$ cat config.mk
export PLATFORM = sky130hd
export DESIGN_NAME = pipo_load_arbiter
export DESIGN_NICKNAME = d
export VERILOG_FILES = /design/src/rtl/pipo_load_arbiter.sv
export SDC_FILE = /design/constraint.sdc
export NUM_CORES = 1
export LEC_CHECK = 0
export ABC_AREA = 1
export CORE_MARGIN = 1
export CORE_UTILIZATION = 43
export CTS_CLUSTER_SIZE = 25
export DETAILED_ROUTE_END_ITERATION = 8
export PLACE_DENSITY = 0.77
export SYNTH_ARGS = -nofsm -noshare
export SYNTH_HDL_FRONTEND = slang
export SYNTH_SLANG_ARGS = --single-unit
$ cat constraint.sdc
create_clock -name i_CLK -period 3.4 [get_ports i_CLK]
set_input_delay 0.68 -clock i_CLK [delete_from_list [all_inputs] [get_ports i_CLK]]
set_output_delay 0.68 -clock i_CLK [all_outputs]
set_load 0.01 [all_outputs]
$ cat src/rtl/pipo_load_arbiter.sv
// Round-robin arbiter sharing one PIPO load port between N_REQ sources.
// Emits a one-cycle load strobe, the captured word and a hold-off window.
module pipo_load_arbiter #(
  parameter int BUS_MSB     = 7,
  parameter int N_REQ       = 4,
  parameter int HOLD_CYCLES = 3
) (
  input  logic                           i_CLK,
  input  logic                           i_RST_N,
  input  logic [N_REQ-1:0]               i_REQ,
  input  logic [N_REQ*(BUS_MSB+1)-1:0]   i_DATA,
  output logic                           o_LOAD,
  output logic [BUS_MSB:0]               o_DATA,
  output logic [N_REQ-1:0]               o_ACK,
  output logic [$clog2(N_REQ)-1:0]       o_GNT_ID,
  output logic                           o_BUSY
);

  localparam int W  = BUS_MSB + 1;
  localparam int IW = $clog2(N_REQ);
  localparam int CW = (HOLD_CYCLES > 1) ? $clog2(HOLD_CYCLES) : 1;

  typedef enum logic [1:0] {
    IDLE,
    LOAD,
    HOLD
  } state_t;

  state_t          state_q, state_d;
  logic            load_q, load_d;
  logic [W-1:0]    data_q, data_d;
  logic [N_REQ-1:0] ack_q, ack_d;
  logic [IW-1:0]   gnt_q, gnt_d;
  logic            busy_q, busy_d;
  logic [IW-1:0]   ptr_q, ptr_d;
  logic [CW-1:0]   cnt_q, cnt_d;
  logic [IW-1:0]   win;
  logic [W-1:0]    win_data;

  // First set request at or above the pointer, wrapping modulo N_REQ.
  function automatic logic [IW-1:0] rr_pick(
    input logic [N_REQ-1:0] req,
    input logic [IW-1:0]    ptr
  );
    logic found;
    int   j;
    rr_pick = ptr;
    found   = 1'b0;
    for (int i = 0; i < N_REQ; i++) begin
      j = int'(ptr) + i;
      if (j >= N_REQ) j = j - N_REQ;
      if (!found && req[IW'(j)]) begin
        rr_pick = IW'(j);
        found   = 1'b1;
      end
    end
  endfunction

  always_comb begin
    win      = rr_pick(i_REQ, ptr_q);
    win_data = '0;
    for (int r = 0; r < N_REQ; r++) begin
      if (win == IW'(r)) win_data = i_DATA[r*W +: W];
    end
  end

  always_comb begin
    state_d = state_q;
    load_d  = 1'b0;
    ack_d   = '0;
    data_d  = data_q;
    gnt_d   = gnt_q;
    busy_d  = busy_q;
    ptr_d   = ptr_q;
    cnt_d   = cnt_q;
    unique case (state_q)
      IDLE: begin
        if (|i_REQ) begin
          state_d = LOAD;
          load_d  = 1'b1;
          for (int r = 0; r < N_REQ; r++) begin
            ack_d[r] = (win == IW'(r));
          end
          data_d  = win_data;
          gnt_d   = win;
          busy_d  = 1'b1;
          ptr_d   = (win == IW'(N_REQ - 1)) ? '0 : win + IW'(1);
        end
      end
      LOAD: begin
        if (HOLD_CYCLES > 0) begin
          state_d = HOLD;
          cnt_d   = CW'(HOLD_CYCLES - 1);
        end else begin
          state_d = IDLE;
          busy_d  = 1'b0;
        end
      end
      HOLD: begin
        if (cnt_q == '0) begin
          state_d = IDLE;
          busy_d  = 1'b0;
        end else begin
          cnt_d = cnt_q - CW'(1);
        end
      end
      default: begin
        state_d = IDLE;
        busy_d  = 1'b0;
      end
    endcase
  end

  always_ff @(posedge i_CLK) begin
    if (!i_RST_N) begin
      state_q <= IDLE;
      load_q  <= 1'b0;
      data_q  <= '0;
      ack_q   <= '0;
      gnt_q   <= '0;
      busy_q  <= 1'b0;
      ptr_q   <= '0;
      cnt_q   <= '0;
    end else begin
      state_q <= state_d;
      load_q  <= load_d;
      data_q  <= data_d;
      ack_q   <= ack_d;
      gnt_q   <= gnt_d;
      busy_q  <= busy_d;
      ptr_q   <= ptr_d;
      cnt_q   <= cnt_d;
    end
  end

  assign o_LOAD   = load_q;
  assign o_DATA   = data_q;
  assign o_ACK    = ack_q;
  assign o_GNT_ID = gnt_q;
  assign o_BUSY   = busy_q;

endmodule

Yosys cells after proc, flatten, opt, wreduce, memory -nomap -nowiden. Index checks and enable logic that the tools add are counted.

Add/sub/neg operators: 9. $lt $le $gt $ge: 8. Eq/ne operators: 8. Mux-type cells: 37. Bitwise operators: 1. Reductions and logical operators: 17.

Operators by type and width (number): two-way mux 8 bit (4); two-way mux 2 bit (12); less-than comparator 2 x 4 -> 1 bit (second input constant) (4); two-way mux 1 bit (14); subtractor 2 x 1 -> 2 bit (second input constant) (5); >= comparator 3 bit (second input constant) (3); binary-select mux 1 bit (select 2 bit) (4); AND reduction 2 bit (4); adder 2 x 2 -> 3 bit (second input constant) (2); equality test 2 bit (second input constant) (3); logical NOT 2 bit (3); != test 2 bit (second input constant) (3); one-hot mux 2 bit (3 select lines) (1); AND reduction 3 bit (2); equality test 2 x 1 -> 1 bit (second input constant) (2); one-hot mux 2 bit (2 select lines) (1); OR reduction 4 bit (1); adder 2 x 1 -> 3 bit (second input constant) (1); >= comparator 2 x 3 -> 1 bit (second input constant) (1); logical AND 1 bit (3); logical NOT 1 bit (3); one-hot mux 1 bit (3 select lines) (1); adder 2 x 1 -> 2 bit (second input constant) (1); nonzero test 2 bit (1); inverter 1 bit (1).

Bits in registers: 22. Input bits: 38. Output and inout bits: 16. Logic and storage cells: 88.

Longest topological paths before layout. Gate-level depths: netlist of the first run.

Depth in word-level cells: 20. Depth in mapped cells: 19. Depth with buffers taken out: 19.

Worst setup path after synthesis of the first run. No wires, ideal clock.

Path type: in2reg. Start: input port i_REQ[3]. End: register data_q[0] (netlist: o_DATA[0]). Library setup time: 75 ps. Arrival: 2395 ps. Data required time: 3325 ps. Setup slack: 931 ps. Stages on the path: 15. Cell sequence: nand2_1 -> nand3_1 -> nand2_1 -> nand2_2 -> nor2_4 -> inv_2 -> nand2_2 -> nand2_2 -> ha_1 -> buf_2 -> nor2_1 -> a22oi_1 -> o21ai_0 -> nand2_1 -> a31oi_1.

Longest elaborated chain between the ends: 18. Elaborated cells between the ends (all ways): 35. Classes of those cells: eq/ne (3); mux (23); reduce/logical (9).

RTL lines: from (decl) (RTL line 10) `input logic [N_REQ-1:0] i_REQ,`; binary-select mux 1 bit (select 2 bit) (RTL line 52) `if (!found && req[IW'(j)]) begin`; two-way mux 1 bit (implied by the code) (2 in series) (RTL line 52); two-way mux 1 bit (RTL line 52); logical NOT 1 bit (RTL line 52); logical AND 1 bit (RTL line 52); two-way mux 1 bit (RTL line 52); logical NOT 1 bit (RTL line 52); logical AND 1 bit (RTL line 52); two-way mux 1 bit (RTL line 52); logical NOT 1 bit (RTL line 52); logical AND 1 bit (RTL line 52); two-way mux 2 bit (*) (RTL line 52); net win[0] (RTL line 37) `logic [IW-1:0] win;`; logical NOT 2 bit (RTL line 63) `if (win == IW'(r)) win_data = i_DATA[r*W +: W];`; two-way mux 8 bit (3 in series) (RTL line 63); two-way mux 8 bit (*) (RTL line 63); to (signal assigned) (RTL line 127) `data_q <= data_d;`; to (decl) (RTL line 31) `logic [W-1:0] data_q, data_d;`.

Mark *: on every way through the listed nets, which the timed path passes. The rest lies on a longest branch. The select of a mux whose other input is x is not followed. A chain may end at the register's enable or synchronous reset.

Worst setup path after layout of the first run.
Start: input port i_REQ[3]. End: register data_q[6] (netlist: o_DATA[6]).

Same word-level chain as after synthesis.

==> impl_metrics.toml, run 1 <==
[status]
status = "finished clean"

[synthesis]
ys_top_cells_by_area = "dfxtp_1 (33%), nand2_1 (19%), nand3_1 (5.7%)"
synth.area.mux_share = 0
synth-simple-area-share = 0.349
syn_nets = 243
synth_top_family_by_area = "simple AND/OR/NAND/NOR gates"
postSynth.asyncResetShare = 0
yosysTopAreaCell = "dfxtp_1"
synth-main-ff-cell = "dfxtp_1"
synthCells = 200
avgSynthCellArea_um2 = 6.61
netlist-cell-type-count = 28
syn_area_mm2 = 0.00132
synth_compound_area_frac = 0.180
synth_top_cell_area_share = 0.333
yosys.area_share.adder = 0.0473
ys_ff_latch = 22
synth-xor-area-share = 0
ys_seq_area_frac = 0.333
synth_warnings = 0
synth.most_common_cell = "nand2_1"
yosys-top-cells-count = "nand2_1 (68), dfxtp_1 (22), inv_1 (19), nand3_1 (15)"
synth_enable_flop_cells = 0

[finish]
num-fill-cells = 253
register_area_um2 = 440
drive_above_1_share = 0.0992
finalNetCount = 296
areaGrowthSynthToFinish_pct = 45.9
diodes = 0
multi_input_area_um2 = 762
final_cells = 283

[critical_path]
required_ns = 3.65
worst_setup_path_start_kind = "input port"
setup.worst_path.class = "in2reg"
cp-end-kind = "flip-flop"
crit_fanout = 8
cp.arrival_ns = 3.13

[die]
core_area_mm2 = 0.00283
io_pins = 54
die_h_um = 57.5
rows = 19
die_w_um = 57.5
dieArea_mm2 = 0.00330
initial_core_util = 0.467

[placement]
numPortBuffers = 53
dp_cells = 279
finalWeightedCongestion = 0.802
dp_hpwl_um = 2560

[clock_tree]
h-tree-depth = 1
hold_buffers = 0
cts_num_sinks = 22
post_cts.repair.setup_buffers = 0
cts_root_buf = "clkbuf_4"
clk_pin_slew_ns = 0.13
cts_tree = "built"
clk-insertion-delay-late_ns = 0.31
cts_made_buffers = 3
clock_path_buffers = 2
post_cts_resize_count = 0

[sta]
max_freq_mhz = 347
timing.hold.ws_ns = 0.475
finalCritPeriodShare = 0.847
hold_viol_final = 0
drv_slew = 0
fin_skew_ns = 0.00429
min_period_ns = 2.88
fin_setup_tns_ns = 0
rsz0062_at_grt = "false"
slew_headroom = 0.651
worst_slew_pin_slew_ns = 0.521
setup_viol = 0

[min_path]
hp-class = "reg2reg"

[power_and_ir_drop]
leakagePower_nw = 0.821
fin_total_pwr_mw = 1.50
peakVddDrop_uv = 409
pwr_density_cell_mw_per_mm2 = 777

[routing]
drt-wirelength-per-cell_um = 11.9
firstDrtPassIters = 6
wirelength_um = 3380
vias = 1437
drc = 0
dr.first_iter.drc_count = 68
drtAntennaViolNets = 0
via_per_inst = 5.08

[global_route]
track_usage = 0.221
overflow = 0
grt_pass1_wl_um = 5750
grt_pass1_vias = 1305
antenna_found_initial = 0
grt_max_degree = 18

[flow_run]
cap_violations = 0
-- sequential cells by signal, indices dropped and copies added, names as in the netlist --
signal    count
o_GNT_ID      2
ptr_q         2
state_q       2
o_BUSY        1
o_LOAD        1
o_DATA        8
cnt_q         2
o_ACK         4
-- critical path: stages --
cell and delay (ns):
clkdlybuf4s50_1 0.51, inv_1 0.07, nand2_1 0.06, nand2_1 0.06, o21ai_1 0.14, nand2_2 0.08
nor2_4 0.10, inv_2 0.05, nand2_2 0.06, nand2_2 0.08, inv_1 0.09, ha_1 0.15
inv_1 0.05, nor2_1 0.41, a22oi_1 0.13, o21ai_0 0.18, nand2_1 0.08, a31oi_1 0.13
-- per-layer routing --
| metal | track usage | up-vias | wire, um |
|---|---|---|---|
| met1 | 0.279 | 634 | 1580 |
| met4 | 0.0418 | 0 | 22 |
| met5 | 0 | - | 0 |
| li1 | - | 756 | - |
| met2 | 0.374 | 45 | 1550 |
| met3 | 0.0680 | 2 | 226 |
-- cells in the final DEF, fill, tap and decap left out, types with 3 or more instances in the layout --
master,count
a21oi_1,4
a22oi_1,8
a31oi_1,8
buf_4,3
clkbuf_4,3
clkdlybuf4s50_1,53
dfxtp_1,22
ha_1,5
inv_1,19
inv_2,3
nand2_1,68
nand2_2,7
nand3_1,15
nor2_1,10
o21ai_0,10
-- final cells by class --
type,count,area share
tap,31,0.0201
timing repair buffer,56,0.287
sequential,22,0.228
clock inverter,1,0.0156
clock buffer,3,0.0117
inverter,22,0.0428
multi-input combinational,148,0.395
-- final timing paths --
kind                                               from                      to  slack, ns  cells after the start
worst max-delay path                           i_REQ[3]  o_DATA[6]$_SDFFE_PN0P_       0.52                     18
worst min-delay path            state_q[1]$_SDFFE_PN0P_     o_BUSY$_SDFFE_PN0P_       0.47                      1
worst max register to register    ptr_q[0]$_SDFFE_PN0P_  o_DATA[6]$_SDFFE_PN0P_       0.57                     17
worst min register to register  state_q[1]$_SDFFE_PN0P_     o_BUSY$_SDFFE_PN0P_       0.47                      1
-- kinds of logic (layout without fill, tap and decap cells) --
family	after synthesis	after routing
and+or+nand+nor	106	106
AOI/OAI and AO/OA	37	37
buffers and inverters	30	82
DFF	22	22
adders and majority gates	5	5
-- stage by stage --
stage,instance area (um^2),utilization,worst slack (ns)
floorplan,1320,-,0.931
global placement,1880,0.663,0.243
detailed placement,1880,0.663,0.191
CTS,1930,0.682,0.527
global route,1930,0.682,0.215
finish,1930,0.682,0.520
-- report_power, final --
| group | internal, mW | switching (mW) | total [mW] |
|---|---|---|---|
| logic | 0.385 | 0.547 | 0.933 |
| clock network | 0.119 | 0.0824 | 0.202 |
| registers | 0.321 | 0.0443 | 0.365 |
Power figures use the tool's default switching activity.
==> run 2: changes to the inputs <==
- CORE_UTILIZATION: 43 -> 38
- PLACE_DENSITY: 0.77 -> 0.72
- clock period: 3.4 -> 2.45 ns (I/O delays scaled with it)
==> impl_metrics.toml, run 2 (same netlist as run 1, synthesis figures left out) <==
[status]
status = "finished clean"

[critical_path]
rrSetupSlack_ns = 0.23
path_cells = "buf_4 -> nand2_1 -> nand2_1 -> nand2_1 -> nand2_1 -> inv_1 -> nand2_2 -> nor2_4 -> inv_2 -> nand2_2 -> nand2_4 -> inv_2 -> ha_1 -> inv_2 -> nor2_4 -> a22oi_1 -> o21ai_1 -> nand2_1 -> a31oi_1"
cp.arrival_ns = 2.46
worst_setup_path_start_kind = "flip-flop"
crit_end = "o_DATA[5]$_SDFFE_PN0P_"
reg2reg_to = "o_DATA[5]$_SDFFE_PN0P_"
slowest_delay_ns = 0.36
crit_fanout = 8
crit_path_start = "ptr_q[0]$_SDFFE_PN0P_"
timing.rr.start = "ptr_q[0]$_SDFFE_PN0P_"
slowest_stage = "dfxtp_2"
required_ns = 2.70
cp-end-kind = "flip-flop"
setup.worst_path.class = "reg2reg"
r2r_cells = 19
cpMostUsedCell = "nand2_1"

[routing]
drt-wirelength-per-cell_um = 10.9
wirelength_um = 3360
drc = 0
drtAntennaViolNets = 0
firstDrtPassIters = 4
via_per_inst = 4.75
vias = 1468
dr.first_iter.drc_count = 62

[global_route]
antenna_found_initial = 0
grt_max_degree = 18
grt_pass1_wl_um = 5400
grt_pass1_vias = 1320
track_usage = 0.197
overflow = 0

[finish]
diodes = 0
num-fill-cells = 325
areaGrowthSynthToFinish_pct = 57.8
layout_common_cells = "nand2_1 (67), clkdlybuf4s50_1 (49), dfxtp_1 (20)"
final_cells = 309
largest_reg_flops = 8
finalNetCount = 307
final_common_cell = "nand2_1"
drive_above_1_share = 0.179

[clock_tree]
cts_made_buffers = 3
cts_root_buf = "clkbuf_4"
cts_tree = "built"
cts_num_sinks = 22
clock_path_buffers = 2
post_cts.repair.setup_buffers = 0
h-tree-depth = 1
clk_pin_slew_ns = 0.13
clk-insertion-delay-late_ns = 0.31

[power_and_ir_drop]
peakVddDrop_uv = 489
pwr_density_cell_mw_per_mm2 = 1140
fin_total_pwr_mw = 2.39
leakagePower_nw = 0.915

[die]
core_area_mm2 = 0.00334
die_w_um = 61.0
dieArea_mm2 = 0.00372
initial_core_util = 0.396
io_pins = 54
rows = 21
die_h_um = 61.0

[sta]
worst_slew_pin_slew_ns = 0.456
setup_viol = 0
max_freq_mhz = 451
fin_setup_tns_ns = 0
timing.hold.ws_ns = 0.463
hold_viol_final = 0
fin_skew_ns = 0.00394
layout_setup_ws_ns = 0.234
drv_slew = 0
min_period_ns = 2.22
rsz0062_at_grt = "false"
finalCritPeriodShare = 0.905
slew_headroom = 0.696

[flow_run]
cap_violations = 0

[placement]
dp_cells = 305
dp_hpwl_um = 2590
post-place-ws_ns = -0.546
finalWeightedCongestion = 0.818
numPortBuffers = 53

[min_path]
hp-class = "reg2reg"
[run 2: worst max-delay path: cells and delay by family (launching register included)]
kind / cells / cell delay (ns)
AND/OR/NAND/NOR: 10 / 0.87
adder cells (fa/ha/maj): 1 / 0.15
AO/OA/AOI/OAI: 3 / 0.39
buffers and inverters: 5 / 0.37
flip-flops: 1 / 0.36
[run 2: worst min-delay path by stage]
stage,startpoint,cells after the start,end
after floorplan,state_q[1]$_SDFFE_PN0P_,1,o_BUSY$_SDFFE_PN0P_
after global placement,state_q[1]$_SDFFE_PN0P_,1,o_BUSY$_SDFFE_PN0P_
after detailed placement,state_q[1]$_SDFFE_PN0P_,1,o_BUSY$_SDFFE_PN0P_
after CTS,state_q[1]$_SDFFE_PN0P_,1,o_BUSY$_SDFFE_PN0P_
after global routing,state_q[1]$_SDFFE_PN0P_,1,o_BUSY$_SDFFE_PN0P_
final,state_q[1]$_SDFFE_PN0P_,1,o_BUSY$_SDFFE_PN0P_
[run 2: metrics by stage]
stage / area (um^2) / util
2_1_floorplan: 1320 / -
3_3_place_gp: 1980 / 0.593
3_5_place_dp: 1980 / 0.593
4_1_cts: 2040 / 0.612
5_1_grt: 2090 / 0.625
6_report: 2090 / 0.625
[run 2: cell type report]
| cell class | instances | area, um^2 | share of cell area |
|---|---|---|---|
| inverters | 22 | 85.1 | 0.0408 |
| flip-flops and latches | 22 | 443 | 0.212 |
| well taps | 46 | 57.6 | 0.0276 |
| multi-input cells | 148 | 803 | 0.385 |
| clock inverters | 1 | 30.0 | 0.0144 |
| repair buffers | 67 | 646 | 0.309 |
| clock buffers | 3 | 22.5 | 0.0108 |
[run 2: layer usage]
metal	GRT usage	share of wire	wire, um
met1	0.249	0.45	1510
met2	0.338	0.48	1600
met3	0.0405	0.063	212
met4	0.0584	0.010	34
met5	0	0	0
[run 2: report_power, final]
part	total [mW]	internal [mW]	switching, mW	leakage [nW]
Combinational	1.61	0.740	0.871	0.706
Clock	0.278	0.165	0.113	0.0279
Sequential	0.497	0.448	0.0489	0.182
Total	2.39	1.35	1.03	0.915
[run 2: what timing repair did]
item | CTS | global route
pin swaps | 0 | 7
hold buffers | 0 | 0
resized for setup | 3 | 24
setup endpoints to repair | 8 | 8
cloned | 0 | 0
==> run 3: changes to the inputs <==
- CTS_CLUSTER_SIZE: 25 -> 20
- SKIP_CTS_REPAIR_TIMING: default -> 1
==> impl_metrics.toml, run 3 (same netlist as run 1, synthesis figures left out) <==
[die]
core_area_mm2 = 0.00334
die_h_um = 61.0
die_w_um = 61.0
dieArea_mm2 = 0.00372
io_pins = 54
initial_core_util = 0.396
rows = 21

[min_path]
hp-class = "reg2reg"

[sta]
setup_viol = 0
worst_slew_pin_slew_ns = 0.474
finalCritPeriodShare = 0.908
hold_viol_final = 0
slew_headroom = 0.684
max_freq_mhz = 450
fin_skew_ns = 0.00480
drv_slew = 0
min_period_ns = 2.22

[routing]
drt-wirelength-per-cell_um = 10.9
dr.first_iter.drc_count = 57
drtAntennaViolNets = 0
drc = 0
vias = 1489
wirelength_um = 3370
via_per_inst = 4.82
firstDrtPassIters = 4

[clock_tree]
clock_path_buffers = 2
clk-insertion-delay-late_ns = 0.31
cts_num_sinks = 22
h-tree-depth = 1
clk_pin_slew_ns = 0.13
cts_made_buffers = 3
cts_root_buf = "clkbuf_4"
cts_tree = "built"

[global_route]
track_usage = 0.196
overflow = 0
grt_pass1_wl_um = 5360
antenna_found_initial = 0
grt_pass1_vias = 1320
grt_max_degree = 18

[flow_run]
cap_violations = 0

[finish]
finalNetCount = 307
layout_common_cells = "nand2_1 (67), clkdlybuf4s50_1 (49), dfxtp_1 (20)"
num-fill-cells = 324
areaGrowthSynthToFinish_pct = 57.8
final_core_util = 0.625
register_area_um2 = 443
final_common_cell = "nand2_1"
drive_above_1_share = 0.175
final_cells = 309
largest_reg_flops = 8
diodes = 0
multi_input_area_um2 = 803

[critical_path]
path_cells = "buf_4 -> nand2_1 -> nand2_1 -> nand2_1 -> nand2_1 -> inv_1 -> nand2_2 -> nor2_4 -> inv_2 -> nand2_2 -> nand2_4 -> inv_2 -> ha_1 -> inv_1 -> nor2_4 -> a22oi_1 -> o21ai_1 -> nand2_1 -> a31oi_1"
slowest_delay_ns = 0.36
cp.arrival_ns = 2.47
cpMostUsedCell = "nand2_1"
cp-end-kind = "flip-flop"
required_ns = 2.70
path_delay_family = "simple AND/OR/NAND/NOR gates"
worst_setup_path_start_kind = "flip-flop"
crit_fanout = 8
setup.worst_path.class = "reg2reg"
crit_buf_inv = 5
slowest_stage = "dfxtp_2"

[power_and_ir_drop]
peakVddDrop_uv = 500
pwr_density_cell_mw_per_mm2 = 1140
leakagePower_nw = 0.916

[placement]
dp_hpwl_um = 2590
numPortBuffers = 53
finalWeightedCongestion = 0.818
dp_cells = 305

[status]
status = "finished clean"
## run 3: cell count changes in the layout (fill, tap and decap cells not counted)
cell,before,now
inv_1,16,17
inv_2,5,4
## run 3: metal layers
layer / up-vias / global-route usage / share of wire / routed length (um)
met5: - / 0 / 0 / 0
met4: 0 / 0.0584 / 0.010 / 34
met3: 4 / 0.0405 / 0.070 / 236
met2: 57 / 0.338 / 0.48 / 1610
met1: 648 / 0.246 / 0.44 / 1490
li1: 780 / - / - / -
## run 3: path summary, 6_finish.rpt
check | cells after the start | start | to | slack, ns
worst max-delay path | 19 | ptr_q[0]$_SDFFE_PN0P_ | o_DATA[5]$_SDFFE_PN0P_ | 0.23
worst min-delay path | 1 | state_q[1]$_SDFFE_PN0P_ | o_BUSY$_SDFFE_PN0P_ | 0.46
worst max register to register | 19 | ptr_q[0]$_SDFFE_PN0P_ | o_DATA[5]$_SDFFE_PN0P_ | 0.23
worst min register to register | 1 | state_q[1]$_SDFFE_PN0P_ | o_BUSY$_SDFFE_PN0P_ | 0.46
## run 3: area by class of cell
| cell class | instances | share of cell area |
|---|---|---|
| tap | 46 | 0.0276 |
| timing repair buffer | 67 | 0.309 |
| multi-input combinational | 148 | 0.385 |
| clock buffer | 3 | 0.0108 |
| inverter | 22 | 0.0408 |
| sequential | 22 | 0.212 |
| clock inverter | 1 | 0.0144 |
## run 3: metrics by stage
| stage | total power, mW | TNS, ns | hold slack [ns] | worst slack (ns) | area, um^2 |
|---|---|---|---|---|---|
| finish | 2.38 | 0 | 0.462 | 0.227 | 2090 |
| floorplan | 1.41 | 0 | 0.426 | 0.171 | 1320 |
| detailed placement | 1.95 | -4.45 | 0.445 | -0.546 | 1980 |
| global route | 2.58 | -0.00863 | 0.495 | -0.00863 | 2090 |
| global placement | 1.94 | -4.02 | 0.442 | -0.503 | 1980 |
| CTS | 2.23 | -1.53 | 0.464 | -0.230 | 2030 |
## run 3: report_power, final
group / total, mW / leakage (nW) / internal, mW / switching (mW)
Sequential: 0.497 / 0.182 / 0.448 / 0.0494
Clock: 0.279 / 0.0279 / 0.165 / 0.113
Combinational: 1.60 / 0.707 / 0.736 / 0.867
Total: 2.38 / 0.916 / 1.35 / 1.03
